[src/rtl/tick_scheduler.sv]
// Tick scheduler: free-running prescaler giving base_tick, four programmable periodic tick channels,
// and a one-deep config port whose period writes land on the next base_tick boundary.
module tick_scheduler #(
  parameter int PRESCALE = 100,
  parameter int PW       = 16
) (
  input  logic          clk_in,
  input  logic          rst,
  input  logic          cfg_we,
  input  logic [1:0]    cfg_ch,
  input  logic [PW-1:0] cfg_period,
  output logic          cfg_ready,
  output logic          cfg_ack,
  input  logic [3:0]    ch_en,
  output logic          base_tick,
  output logic [3:0]    tick_out
);

  localparam logic [15:0]   PRE_LAST = 16'(PRESCALE - 1);
  localparam logic [PW-1:0] ONE      = PW'(1);

  typedef enum logic [1:0] {IDLE, PEND, ACK} state_t;

  state_t        state_q, state_d;
  logic [15:0]   pre_cnt_q, pre_cnt_d;
  logic          base_tick_q, base_tick_d;
  logic [3:0]    tick_q, tick_d;
  logic [1:0]    hold_ch_q, hold_ch_d;
  logic [PW-1:0] hold_period_q, hold_period_d;
  logic [PW-1:0] period_q [4];
  logic [PW-1:0] period_d [4];
  logic [PW-1:0] cnt_q [4];
  logic [PW-1:0] cnt_d [4];
  logic          apply;

  always_ff @(posedge clk_in) begin
    if (rst) begin
      state_q       <= IDLE;
      pre_cnt_q     <= '0;
      base_tick_q   <= 1'b0;
      tick_q        <= '0;
      hold_ch_q     <= '0;
      hold_period_q <= '0;
      for (int i = 0; i < 4; i++) begin
        period_q[i] <= '0;
        cnt_q[i]    <= '0;
      end
    end else begin
      state_q       <= state_d;
      pre_cnt_q     <= pre_cnt_d;
      base_tick_q   <= base_tick_d;
      tick_q        <= tick_d;
      hold_ch_q     <= hold_ch_d;
      hold_period_q <= hold_period_d;
      period_q      <= period_d;
      cnt_q         <= cnt_d;
    end
  end

  // Prescaler free-runs; base_tick is the registered wrap of pre_cnt.
  always_comb begin
    base_tick_d = (pre_cnt_q == PRE_LAST);
    pre_cnt_d   = base_tick_d ? '0 : pre_cnt_q + 16'd1;
  end

  always_comb begin
    state_d       = state_q;
    hold_ch_d     = hold_ch_q;
    hold_period_d = hold_period_q;
    case (state_q)
      IDLE: begin
        if (cfg_we) begin
          state_d       = PEND;
          hold_ch_d     = cfg_ch;
          hold_period_d = cfg_period;
        end
      end
      PEND:    if (base_tick_q) state_d = ACK;
      ACK:     state_d = IDLE;
      default: state_d = IDLE;
    endcase
  end

  always_comb begin
    cfg_ready = (state_q == IDLE);
    cfg_ack   = (state_q == ACK);
    apply     = (state_q == PEND) && base_tick_q;
  end

  // An applied write restarts its channel and swallows that channel's tick for this base_tick.
  always_comb begin
    for (int i = 0; i < 4; i++) begin
      period_d[i] = period_q[i];
      cnt_d[i]    = cnt_q[i];
      tick_d[i]   = 1'b0;
      if (apply && (hold_ch_q == 2'(i))) begin
        period_d[i] = hold_period_q;
        cnt_d[i]    = '0;
      end else if (!ch_en[i] || (period_q[i] == '0)) begin
        cnt_d[i] = '0;
      end else if (base_tick_q) begin
        if (cnt_q[i] == period_q[i] - ONE) begin
          cnt_d[i]  = '0;
          tick_d[i] = 1'b1;
        end else begin
          cnt_d[i] = cnt_q[i] + ONE;
        end
      end
    end
  end

  assign base_tick = base_tick_q;
  assign tick_out  = tick_q;

endmodule

[config.mk]
export PLATFORM = sky130hd
export DESIGN_NAME = tick_scheduler
export DESIGN_NICKNAME = d
export VERILOG_FILES = /design/src/rtl/tick_scheduler.sv
export SDC_FILE = /design/constraint.sdc
export NUM_CORES = 1
export LEC_CHECK = 0
export CAP_MARGIN = 20
export CORE_UTILIZATION = 40
export CTS_CLUSTER_SIZE = 24
export DETAILED_ROUTE_END_ITERATION = 6
export GPL_TIMING_DRIVEN = 0
export PLACE_DENSITY_LB_ADDON = 0.08
export SETUP_SLACK_MARGIN = 0.15
export SYNTH_ARGS = -nofsm -noshare
export SYNTH_HDL_FRONTEND = slang
export SYNTH_SLANG_ARGS = --single-unit
[constraint.sdc]
create_clock -name clk_in -period 3 [get_ports clk_in]
set_clock_uncertainty 0.15 [all_clocks]
set_input_delay 0.45 -clock clk_in [delete_from_list [all_inputs] [get_ports clk_in]]
set_output_delay 0.45 -clock clk_in [all_outputs]
set_load 0.01 [all_outputs]
==> flow_summary.json, run 1 <==
{
  "fillers": 2134,
  "layout_setup_ws_ns": 0.120,
  "coreArea_sq_um": 21400,
  "dp.cells": 1386,
  "hold_end": "pre_cnt_q[0]",
  "post-route-min-period_ns": 2.88,
  "ys_top_cells_by_count": "nand2_1 (177), dfxtp_1 (169), nor2_1 (95), a21oi_1 (80), xor2_1 (78)",
  "fmax_mhz": 347,
  "synth_enable_flop_cells": 0,
  "cp-start-kind": "flip-flop",
  "maxSlewHeadroom_pct": 46.7,
  "end_kind": "flip-flop",
  "grt_pass1_vias": 7167,
  "slew_violations": 0,
  "r2r_start": "period_q[1]",
  "rows": 53,
  "worst_ep_arrival_time_ns": 3.04,
  "fin_setup_tns_ns": 0,
  "synth_ff_type": "dfxtp_1",
  "grt_remaining_overflow": 0,
  "drt_wl_total_mm": 23.5,
  "crit_chain": "inv_2 > ha_4 > or4b_4 > buf_8 > or3_1 > a211o_1 > o21ai_2 > o22ai_4 > nor4_4 > buf_4 > nor3_1",
  "clkSinkCount": 169,
  "fp.dieW_um": 151,
  "setup-violations-final": 0,
  "die_area_sq_um": 22700,
  "vias": 7744,
  "gp_congestion": 0.830,
  "maxCapViolCount": 0,
  "cts_root_buf": "clkbuf_16",
  "drive_gt1_share_pct": 12.9,
  "async_flop_share_pct": 0,
  "slowest_stage": "or4b_4",
  "fin_crit_sh_pct": 96.0,
  "drtIter0Drc": 443,
  "required_ns": 3.16,
  "die_h_um": 151,
  "numCtsBuffers": 17,
  "routedWlPerCell_um": 16.3,
  "drc": 0,
  "yosysSeqAreaShare_pct": 38.3,
  "rsz0062_at_grt": "true",
  "rrSetupSlack_ns": 0.12,
  "grt_max_degree": 17,
  "postRouteAntennaNets": 0,
  "clkTransAtPathRegs_ns": 0.06,
  "power_mw": 4.60,
  "yosys.area.top_type": "dfxtp_1",
  "leakagePower_nw": 3.84,
  "worst_r2r_path_depth": 11,
  "initial_core_util_pct": 41.3,
  "hp-class": "reg -> reg",
  "synth_cell_types": 73,
  "first_pass_iters": 5,
  "status": "complete, no violations",
  "synth_top_area_share_pct": 38.3,
  "antenna_cells": 0,
  "path_max_fanout": 5,
  "crit_buf_inv": 3,
  "power_per_cell_area_nw_per_um2": 433,
  "min_path_cells": 1,
  "htree_levels": 4,
  "via_per_inst": 5.36,
  "vdd_drop_max_mv": 0.290,
  "cpPeakStageDelay_ns": 0.47,
  "clockBufferDepth": 2,
  "critPathKind": "reg -> reg",
  "ys_warn_count": 0,
  "insertion_delay_ns": 0.43,
  "avgSynthCellArea_sq_um": 8.17,
  "pre_cts_ws_ns": -0.390,
  "dp_hpwl_mm": 16.3,
  "grt_usage_pct": 21.5,
  "timing.rr.end": "cnt_q[9]",
  "syn_nets": 1115,
  "tightest_slew_ns": 0.800,
  "netlist_instances": 1081,
  "synth.area.top_cells": "dfxtp_1 (38%), xor2_1 (7.7%), nand2_1 (7.5%)",
  "cts_hold_buffers": 0,
  "min_from": "pre_cnt_q[0]",
  "yosysMostFrequentCell": "nand2_1",
  "netlist_area_sq_um": 8830,
  "antenna_found_initial": 0,
  "ios": 32,
  "final_nets": 1191,
  "area_growth_pct": 20.3,
  "ys_ff_latch": 169,
  "io_buffers": 30,
  "instances_no_fill": 1445,
  "finalHoldViolCount": 0,
  "grt_pass1_wl_mm": 37.7,
  "cts_tree": "yes",
  "critPathTopFamily": "simple AND/OR/NAND/NOR gates"
}
## state kept, by name, indices dropped and copies added, names as in the netlist
register       cells
cnt_q             64
base_tick          1
state_q            2
period_q          64
tick_out           4
pre_cnt_q         16
hold_ch_q          2
hold_period_q     16
## area by class of cell
| cell class | count | area [sq um] | area share, % |
|---|---|---|---|
| Multi-Input combinational cell | 845 | 5430 | 51.1 |
| Sequential cell | 169 | 3400 | 32.0 |
| Timing Repair Buffer | 57 | 523 | 4.93 |
| Clock buffer | 22 | 454 | 4.28 |
| Tap cell | 275 | 344 | 3.24 |
| Buffer | 48 | 270 | 2.55 |
| Clock inverter | 10 | 120 | 1.13 |
| Inverter | 19 | 75.1 | 0.707 |
## power breakdown
group          total [mW]  leakage (nW)  internal [mW]  switching (mW)
combinational       0.109          2.20         0.0476          0.0616
sequential           2.29          1.37           2.26          0.0363
clock                2.20         0.275           1.25           0.944
## routing by layer
metal | GRT usage (%) | wire, um | vias to the layer above
li1 | - | - | 3940
met1 | 30.5 | 11900 | 3688
met2 | 33.4 | 10600 | 101
met3 | 4.12 | 737 | 15
met4 | 4.75 | 190 | 0
met5 | 0 | 0 | -
## cells by family after synthesis
| group | count (synthesis) | synth area share (%) |
|---|---|---|
| DFF | 169 | 38.3 |
| adders and majority gates | 9 | 1.28 |
| and+or+nand+nor | 527 | 30.0 |
| muxes | 18 | 2.04 |
| buffers and inverters | 67 | 3.54 |
| AOI/OAI and AO/OA | 143 | 10.1 |
| xor gates and xnor gates | 148 | 14.7 |
## stage by stage
step | hold slack (ns) | area, sq um | utilization [%]
2_1_floorplan | 0.276 | 8830 | -
3_3_place_gp | 0.295 | 9480 | 44.4
3_5_place_dp | 0.303 | 9480 | 44.4
4_1_cts | 0.318 | 10400 | 48.7
5_1_grt | 0.341 | 10600 | 49.7
6_report | 0.310 | 10600 | 49.7
## cell usage in the layout, fill, tap and decap left out, types with 11 or more instances in the layout
cell type and count:
nor3_2 16, xnor2_1 69, nor4_1 16, xor2_1 78
nand3_1 44, clkbuf_1 33, buf_4 27, nor2_1 94
nand2_1 177, nand4_1 27, inv_1 14, clkdlybuf4s50_1 30
clkbuf_16 17, nor3_1 41, nand3b_1 12, or3_1 11
a21oi_1 79, mux2i_1 18, dfxtp_1 160, and3_1 20
## worst max-delay path by stage
stage / start / endpoint / slack, ns / cells after the start
2_1_floorplan: period_q[16] / cnt_q[30] / 0.16 / 10
3_3_place_gp: base_tick / cnt_q[27] / -0.43 / 9
3_5_place_dp: base_tick / cnt_q[29] / -0.39 / 9
4_1_cts: period_q[1] / cnt_q[13] / 0.09 / 11
5_1_grt: period_q[1] / cnt_q[9] / 0.05 / 11
6_report: period_q[1] / cnt_q[9] / 0.12 / 11
## repair_timing
item	4_1_cts	5_1_grt
resized for setup	47	50
endpoints found under the setup margin	88	69
pin swaps	23	16
buffers inserted	20	4
gates cloned	1	2
Note: power is estimated with default switching activity, not from simulation.
==> inputs of run 2 (changes only) <==
--- a/config.mk
+++ b/config.mk
@@ -11,7 +11,6 @@
 export DETAILED_ROUTE_END_ITERATION = 6
 export GPL_TIMING_DRIVEN = 0
 export PLACE_DENSITY_LB_ADDON = 0.08
-export SETUP_SLACK_MARGIN = 0.15
 export SYNTH_ARGS = -nofsm -noshare
 export SYNTH_HDL_FRONTEND = slang
 export SYNTH_SLANG_ARGS = --single-unit
==> run 2 against run 1 <==
  * Wire length decreased by 2.8%
  * Final cell count decreased by 1.2%
  * Design area decreased by 2.8%
  * Largest power group is now clock
  * Sequential cell count unchanged
  * Hold slack improved by 0.0053 ns
==> flow_summary.json, run 2 (synthesis results as in run 1) <==
{
  "status": "complete, no violations",
  "final_area_sq_um": 10300,
  "fin_setup_tns_ns": 0,
  "required_ns": 3.16,
  "hp-class": "reg -> reg",
  "fmax_mhz": 346,
  "slew_violations": 0,
  "path_max_fanout": 10,
  "via_per_inst": 5.26,
  "post_dp_cell_area_sq_um": 9470,
  "routedWlPerCell_um": 16.0,
  "grt_usage_pct": 21.0,
  "dp.cells": 1386,
  "tightest_slew_ns": 0.797,
  "power_per_cell_area_nw_per_um2": 468,
  "coreArea_sq_um": 21400,
  "min_path_cells": 1,
  "initial_core_util_pct": 41.3,
  "worst_r2r_path_depth": 11,
  "critPathKind": "reg -> reg",
  "grt_pass1_wl_mm": 36.7,
  "vias": 7503,
  "cts_tree": "yes",
  "final_common_cell": "nand2_1",
  "postRouteAntennaNets": 0,
  "maxSlewHeadroom_pct": 46.9,
  "drive_gt1_share_pct": 8.77,
  "clockBufferDepth": 2,
  "numCtsBuffers": 17,
  "antenna_found_initial": 0,
  "die_h_um": 151,
  "leakagePower_nw": 3.75,
  "top_regs": "cnt_q: 64 flops, period_q: 64 flops",
  "setup-violations-final": 0,
  "grt_remaining_overflow": 0,
  "vdd_drop_max_mv": 0.305,
  "grt_max_degree": 17,
  "first_pass_iters": 5,
  "drt_wl_total_mm": 22.8,
  "final_nets": 1173,
  "antenna_cells": 0,
  "cp-start-kind": "flip-flop",
  "finalHoldViolCount": 0,
  "io_buffers": 30,
  "dp_hpwl_mm": 16.3,
  "clkTransAtPathRegs_ns": 0.07,
  "layout_setup_ws_ns": 0.113,
  "htree_levels": 4,
  "post-route-min-period_ns": 2.89,
  "grt_pass1_vias": 6885,
  "rows": 53,
  "die_area_sq_um": 22700,
  "crit_chain": "inv_1 > ha_2 > or3b_4 > nor4_4 > mux2i_1 > or3b_1 > a31oi_1 > and4_1 > buf_6 > buf_12 > nor3_1",
  "drc": 0,
  "instances_no_fill": 1427,
  "clkSinkCount": 169,
  "drtIter0Drc": 327,
  "fp.dieW_um": 151,
  "cpPeakStageDelay_ns": 0.42,
  "fin_crit_sh_pct": 96.2,
  "end_kind": "flip-flop",
  "pre_cts_ws_ns": -0.454,
  "power_mw": 4.83,
  "ios": 32,
  "worst_ep_arrival_time_ns": 3.05,
  "gp_congestion": 0.814,
  "layout_common_cells": "nand2_1 (177), dfxtp_1 (165), nor2_1 (95)",
  "slowest_stage": "or3b_4",
  "area_growth_pct": 16.9,
  "insertion_delay_ns": 0.43,
  "maxCapViolCount": 0,
  "cts_root_buf": "clkbuf_16"
}
-- run 2: power by group --
| part | total [mW] | internal, mW | switching, mW |
|---|---|---|---|
| Clock | 2.42 | 1.45 | 0.975 |
| Sequential | 2.30 | 2.26 | 0.0367 |
| Combinational | 0.108 | 0.0475 | 0.0607 |
-- run 2: layer usage --
metal  vias to the layer above  global-route usage, %  share of wire (%)  routed length (um)
met5                         -                      0                  0                   0
met4                         0                   4.85               0.84                 191
met3                        17                   3.55                3.2                 721
met2                       102                   32.5                 44               10100
met1                      3503                   30.1                 52               11800
li1                       3881                      -                  -                   -
-- run 2: critical path: cells and delay by family (launching register included) --
family          cells  cell delay, ns
simple gates        5            1.46
mux                 1            0.12
flops               1            0.35
fa+ha+maj           1            0.19
compound gates      1            0.17
buf+inv             3            0.32
-- run 2: per-stage QoR --
| step | hold WS, ns | utilization, % |
|---|---|---|
| after detailed placement | 0.304 | 44.4 |
| after global routing | 0.338 | 48.3 |
| after floorplan | 0.276 | - |
| after global placement | 0.298 | 44.4 |
| after CTS | 0.320 | 47.7 |
| final | 0.315 | 48.3 |
-- run 2: worst paths after layout --
path	startpoint	endpoint	slack, ns
worst min register to register	pre_cnt_q[0]	pre_cnt_q[0]	0.31
worst min-delay path	pre_cnt_q[0]	pre_cnt_q[0]	0.31
worst max register to register	period_q[32]	cnt_q[46]	0.11
worst max-delay path	period_q[32]	cnt_q[46]	0.11
-- run 2: what timing repair did --
action / 4_1_cts / 5_1_grt
gates resized for setup: 11 / 22
hold buffers: 0 / 0
hold endpoints to repair: 0 / 0
endpoints found under the setup margin: 70 / 56
pin swaps: 4 / 7
setup buffers: 4 / 7
cloned: 0 / 0
-- run 2: final cells by class --
type | instances | area [sq um]
repair buffers | 41 | 383
clock inverters | 13 | 193
clock buffers | 19 | 453
multi-input cells | 845 | 5240
well taps | 275 | 344
fillers | 2151 | 11000
plain buffers | 46 | 244
inverters | 19 | 72.6
flip-flops and latches | 169 | 3390
